==> config.mk <==
export PLATFORM = sky130hd
export DESIGN_NAME = bcd_conv_sched_flat
export DESIGN_NICKNAME = d
export VERILOG_FILES = /design/src/rtl/bcd_conv_sched_if.sv /design/src/rtl/bcd_conv_sched.sv /design/src/flat_wrapper.sv
export SDC_FILE = /design/constraint.sdc
export NUM_CORES = 1
export LEC_CHECK = 0
export ABC_AREA = 1
export BUFFER_PORTS_ARGS = -buffer_cell sky130_fd_sc_hd__buf_2
export CAP_MARGIN = 20
export CORE_UTILIZATION = 30
export DETAILED_ROUTE_END_ITERATION = 10
export GPL_TIMING_DRIVEN = 0
export PLACE_DENSITY = 0.56
export SYNTH_ARGS = -nofsm -noshare
export SYNTH_HDL_FRONTEND = slang
export SYNTH_SLANG_ARGS = --single-unit
==> constraint.sdc <==
create_clock -name clk -period 1.43 [get_ports clk]
set_clock_uncertainty 0.1 [all_clocks]
set_input_delay 0.286 -clock clk [delete_from_list [all_inputs] [get_ports clk]]
set_output_delay 0.286 -clock clk [all_outputs]
set_load 0.05 [all_outputs]
==> src/rtl/bcd_conv_sched_if.sv <==
// Request/result bundle for the shared binary-to-BCD converter.
//   req      : level request per requester (bit i = requester i)
//   bin0/1   : binary operand of each requester, sampled at grant
//   grant    : one-hot accept pulse
//   busy     : conversion in progress
//   done     : result-valid pulse
//   done_id  : requester that owns bcd_out
//   bcd_out  : packed BCD result, units digit in [3:0]
// The master modport is the requester side; the slave modport is the converter.
interface bcd_conv_sched_if #(
    parameter int N      = 6,
    parameter int DIGITS = 2
);
    logic [1:0]          req;
    logic [N-1:0]        bin0;
    logic [N-1:0]        bin1;
    logic [1:0]          grant;
    logic                busy;
    logic                done;
    logic                done_id;
    logic [4*DIGITS-1:0] bcd_out;

    modport master (
        output req, bin0, bin1,
        input  grant, busy, done, done_id, bcd_out
    );

    modport slave (
        input  req, bin0, bin1,
        output grant, busy, done, done_id, bcd_out
    );
endinterface

==> src/rtl/bcd_conv_sched.sv <==
// Shared sequential double-dabble converter for two requesters.
// Round-robin arbitration, one input bit converted per clock, registered
// packed-BCD result tagged with the requester index.
//   clk   : system clock, rising edge
//   rst_n : asynchronous active-low reset
//   bus   : request/result bundle (slave side)
//
// state   | meaning
// S_IDLE  | waiting for a request; grant is asserted combinationally here
// S_SHIFT | N add-3/shift steps on {accumulator, shift register}
// S_DONE  | one cycle with done high; round-robin pointer advances on exit
module bcd_conv_sched #(
    parameter int N      = 6,
    parameter int DIGITS = 2
) (
    input  logic           clk,
    input  logic           rst_n,
    bcd_conv_sched_if.slave bus
);
    localparam int CW = $clog2(N + 1);
    localparam int BW = 4 * DIGITS;
    localparam longint unsigned BIN_MAX = (64'd1 << N) - 64'd1;
    localparam longint unsigned BCD_MAX = (64'd10 ** DIGITS) - 64'd1;

    localparam logic [1:0] S_IDLE  = 2'd0;
    localparam logic [1:0] S_SHIFT = 2'd1;
    localparam logic [1:0] S_DONE  = 2'd2;

    generate
        if (BIN_MAX > BCD_MAX) begin : g_width_check
            $error("bcd_conv_sched: DIGITS too small for N-bit input");
        end
    endgenerate

    logic [1:0]    state;
    logic [N-1:0]  sr;
    logic [BW-1:0] acc;
    logic [CW-1:0] cnt;
    logic          cur_id;
    logic          rr_ptr;      // requester preferred when both request
    logic          win;
    logic [BW-1:0] acc_adj;
    logic [BW-1:0] acc_nxt;
    logic [N-1:0]  sr_nxt;
    logic [BW-1:0] bcd_q;
    logic          id_q;

    always_comb begin
        win = bus.req[1];
        if (bus.req == 2'b11) begin
            win = rr_ptr;
        end
    end

    // Grant is suppressed while reset is held so it reads 0 during reset.
    always_comb begin
        bus.grant = 2'b00;
        if (state == S_IDLE && rst_n && bus.req != 2'b00) begin
            bus.grant = win ? 2'b10 : 2'b01;
        end
    end

    always_comb begin
        acc_adj = acc;
        for (int d = 0; d < DIGITS; d++) begin
            if (acc[4*d +: 4] >= 4'd5) begin
                acc_adj[4*d +: 4] = acc[4*d +: 4] + 4'd3;
            end
        end
        acc_nxt = {acc_adj[BW-2:0], sr[N-1]};
        sr_nxt  = {sr[N-2:0], 1'b0};
    end

    assign bus.busy    = (state == S_SHIFT);
    assign bus.done    = (state == S_DONE);
    assign bus.done_id = id_q;
    assign bus.bcd_out = bcd_q;

    always_ff @(posedge clk or negedge rst_n) begin
        if (!rst_n) begin
            state  <= S_IDLE;
            sr     <= '0;
            acc    <= '0;
            cnt    <= '0;
            cur_id <= 1'b0;
            rr_ptr <= 1'b0;
            bcd_q  <= '0;
            id_q   <= 1'b0;
        end else begin
            case (state)
                S_IDLE: begin
                    if (bus.req != 2'b00) begin
                        sr     <= win ? bus.bin1 : bus.bin0;
                        acc    <= '0;
                        cnt    <= CW'(N);
                        cur_id <= win;
                        state  <= S_SHIFT;
                    end
                end
                S_SHIFT: begin
                    acc <= acc_nxt;
                    sr  <= sr_nxt;
                    cnt <= cnt - 1'b1;
                    if (cnt == CW'(1)) begin
                        state <= S_DONE;
                        bcd_q <= acc_nxt;
                        id_q  <= cur_id;
                    end
                end
                S_DONE: begin
                    rr_ptr <= ~cur_id;
                    state  <= S_IDLE;
                end
                default: state <= S_IDLE;
            endcase
        end
    end
endmodule
==> src/flat_wrapper.sv <==
// flat-port wrapper written by rule: the top's interface ports become plain ports
module bcd_conv_sched_flat 
#(
    parameter int N      = 6,
    parameter int DIGITS = 2
)
  (clk, rst_n, bus_req, bus_bin0, bus_bin1, bus_grant, bus_busy, bus_done, bus_done_id, bus_bcd_out);
  bcd_conv_sched_if #(.N(N), .DIGITS(DIGITS)) bus_i ();
  input  logic clk;
  input  logic rst_n;
  input wire logic [$bits(bus_i.req)-1:0] bus_req;
  input wire logic [$bits(bus_i.bin0)-1:0] bus_bin0;
  input wire logic [$bits(bus_i.bin1)-1:0] bus_bin1;
  output wire logic [$bits(bus_i.grant)-1:0] bus_grant;
  output wire logic [$bits(bus_i.busy)-1:0] bus_busy;
  output wire logic [$bits(bus_i.done)-1:0] bus_done;
  output wire logic [$bits(bus_i.done_id)-1:0] bus_done_id;
  output wire logic [$bits(bus_i.bcd_out)-1:0] bus_bcd_out;
  assign bus_i.req = bus_req;
  assign bus_i.bin0 = bus_bin0;
  assign bus_i.bin1 = bus_bin1;
  assign bus_grant = bus_i.grant;
  assign bus_busy = bus_i.busy;
  assign bus_done = bus_i.done;
  assign bus_done_id = bus_i.done_id;
  assign bus_bcd_out = bus_i.bcd_out;
  bcd_conv_sched #(.N(N), .DIGITS(DIGITS)) u_core (.clk(clk), .rst_n(rst_n), .bus(bus_i));
endmodule
==> impl_metrics.csv <==
group,metric,value,unit
clocking,cts_tree,"built",
setup_path,crit_buf_inv,2,
yosys,synth_top_flop_cell,"dfrtp_1",
setup_path,critPathTopFamily,"flip-flops",
sta,drv_slew,0,
yosys,yosysSeqAreaShare,46.0,%
setup_path,critPathArrivalTime,1.26,ns
cells_and_area,final_net_count,271,
global_routing,grt.total_usage,14.2,%
sta,grt_setup_unrepaired,"true",
yosys,synth.distinct_cells,23,
route,drt_first_pass_iters,4,
yosys,synth_common_cells,"nand2_1 (49), dfrtp_1 (30), inv_1 (25)",
die,core,5170,µm²
route,routedWlPerCell,11.4,µm
global_routing,grt_max_degree,32,
setup_path,r2r_slack,0.03,ns
setup_path,crit_path_top_delay_cell,"dfrtp_2",
status,violations,"negative hold slack, negative setup slack",
route,drt-initial-drc-count,26,
yosys,synth_top_cell_area_share,46.0,%
clocking,cts_buffers,5,
sta,holdWs,-0.234,ns
yosys,async_flop_share,100,%
route,vias,1396,
sta,finalSetupViolCount,4,
sta,slew_headroom,81.0,%
global_routing,grt_pass1_wl,5.99,mm
yosys,synth_edf_count,0,
power,fin_total_pwr,5.33,mW
yosys,synth-seq-cells,30,
route,drt-vias-per-instance,4.36,
clocking,clockBufferDepth,2,
place,gp_congestion,0.776,
setup_path,worstPathRequired,1.04,ns
sta,worstMarginPinSlew,0.286,ns
global_routing,grt_pass1_vias,1318,
yosys,synth.most_common_cell,"nand2_1",
global_routing,grt_overflow_total,0,
status,status,"finished with violations",
yosys,synth_nets,217,
setup_path,slowest_delay,0.44,ns
sta,final.setup.tns,-0.697,ns
die,die_area,5740,µm²
power,cellPowerDensity,2350,nW/µm²
sta,fin_crit_sh,115,%
setup_path,worstReg2RegStart,"u_core.state[1]$_DFFE_PN0P_",
route,routed_wl,3.65,mm
yosys,avgSynthCellArea,8.37,µm²
cells_and_area,syn_to_final_growth,38.7,%
route,antenna_left,0,
route,route.detailed.drc,0,
setup_path,critical_path_peak_fanout,4,
power,vdd_drop_max,0.935,mV
setup_path,regToRegEndpoint,"u_core.sr[2]$_DFFE_PN0P_",
yosys,synth_top_cell_by_area,"dfrtp_1",
die,initial_core_util,31.6,%
sta,finalHoldViolations,30,
setup_path,cp_cell_sequence,"inv_2 > nand2_2 > nor2_4 > nand2_2 > nor2_4 > buf_6",
min_path,holdCritPathClass,"primary input to async pin",
die,rows,26,
flow_run,cap_viol_max_count,0,
sta,worst_slack,-0.212,ns
sta,max_clock_freq,609,MHz
place,io_buffers,27,
clocking,clk_latency,0.28,ns
yosys,netlist_area,1630,µm²
die,die_h,75.8,µm
cells_and_area,antennaDiodeCount,0,
global_routing,antenna_found_initial,0,
setup_path,crit_path_end_kind,"output port",
power,p_leak,1.18,nW
clocking,htree_levels,2,
cells_and_area,drive_gt1_share,42.8,%
die,ios,29,
clocking,clock-root-buffer,"clkbuf_8",
die,die_x,75.8,µm
clocking,clkSlewWorstSetupHoldPaths,0.07,ns
yosys,synthCells,195,
setup_path,r2r_cells,9,
setup_path,crit_type,"flip-flop to output port",
sta,fin_crit,1.64,ns
place,place_hpwl,2.33,mm
setup_path,crit_path_start_kind,"flip-flop",
yosys,yosysWarnings,0,
yosys,ys_top_cells_by_area,"dfrtp_1 (46%), nand2_1 (11%), inv_1 (5.7%)",
clocking,clock-sinks,30,
layer usage:
| metal | global-route usage, % | vias up | part of all wire [%] |
|---|---|---|---|
| met1 | 17.5 | 635 | 47 |
| met2 | 24.6 | 35 | 48 |
| met3 | 3.17 | 2 | 4.0 |
| met4 | 4.32 | 0 | 0.52 |
| met5 | 0 | - | 0 |
| li1 | - | 724 | - |
state kept, by name (all words and copies together), names as in the netlist:
signal,cells
u_core.sr,6
u_core.rr_ptr,1
u_core.cnt,3
u_core.bus.bcd_out,8
u_core.cur_id,1
u_core.state,2
u_core.bus.done_id,1
u_core.acc,8
layout make-up:
class,count,area [µm²]
inverters,29,121
well taps,70,87.6
multi-input cells,132,808
fillers,522,2910
clock inverters,1,5.00
plain buffers,4,57.6
flip-flops and latches,30,752
repair buffers,47,347
clock buffers,7,86.3
worst max path at each step:
stage / startpoint / cells past startpoint / to
after CTS: u_core.rr_ptr$_DFFE_PN0P_ / 6 / bus_grant[0]
after detailed placement: rst_n / 4 / bus_grant[0]
after global routing: u_core.rr_ptr$_DFFE_PN0P_ / 6 / bus_grant[0]
final: u_core.state[0]$_DFFE_PN0P_ / 6 / bus_grant[1]
after floorplan: u_core.state[0]$_DFFE_PN0P_ / 5 / bus_grant[1]
after global placement: rst_n / 4 / bus_grant[0]
cell families (layout without fill, tap and decap cells):
logic type | after synthesis | count (layout) | share of synthesized area, %
compound gates | 18 | 18 | 6.21
fa+ha+maj | 6 | 6 | 4.60
buf+inv | 33 | 88 | 10.0
flops | 30 | 30 | 46.0
simple gates | 108 | 108 | 33.2
power breakdown:
| group | internal (mW) | switching [mW] |
|---|---|---|
| Clock | 0.388 | 0.325 |
| Sequential | 1.26 | 0.273 |
| Combinational | 1.20 | 1.89 |
| Total | 2.85 | 2.49 |
metrics by stage:
stage	worst slack (ns)	util [%]	area (µm²)	cells
4_1_cts	-0.203	42.3	2190	316
5_1_grt	-0.256	43.8	2260	320
6_report	-0.212	43.8	2260	320
2_1_floorplan	-0.0925	-	1670	195
3_3_place_gp	-0.586	36.6	1890	292
3_5_place_dp	-0.599	36.6	1890	292
cell usage in the layout, fill, tap and decap left out, types with 3 or more instances in the layout:
| cell type | instances |
|---|---|
| buf_8 | 4 |
| o21ai_0 | 8 |
| nand2_1 | 43 |
| dfrtp_1 | 29 |
| buf_4 | 15 |
| nand3_2 | 7 |
| buf_6 | 9 |
| clkbuf_8 | 6 |
| nand3b_1 | 5 |
| nand2_2 | 17 |
| o21ai_1 | 4 |
| inv_2 | 7 |
| nand2_4 | 4 |
| nand3_1 | 16 |
| inv_4 | 3 |
| inv_1 | 18 |
| o22ai_1 | 3 |
| buf_2 | 22 |
| nand4_1 | 4 |
| nor2_1 | 5 |
| ha_1 | 6 |
| nor2_4 | 4 |
timing repair:
item,CTS,global route
endpoints found under the setup margin,6,27
gates resized for setup,30,17
pin swaps,10,5
endpoints found under the hold margin,30,30
gates cloned,1,0
setup buffers,15,5
Note: power is estimated with default switching activity, not from simulation.
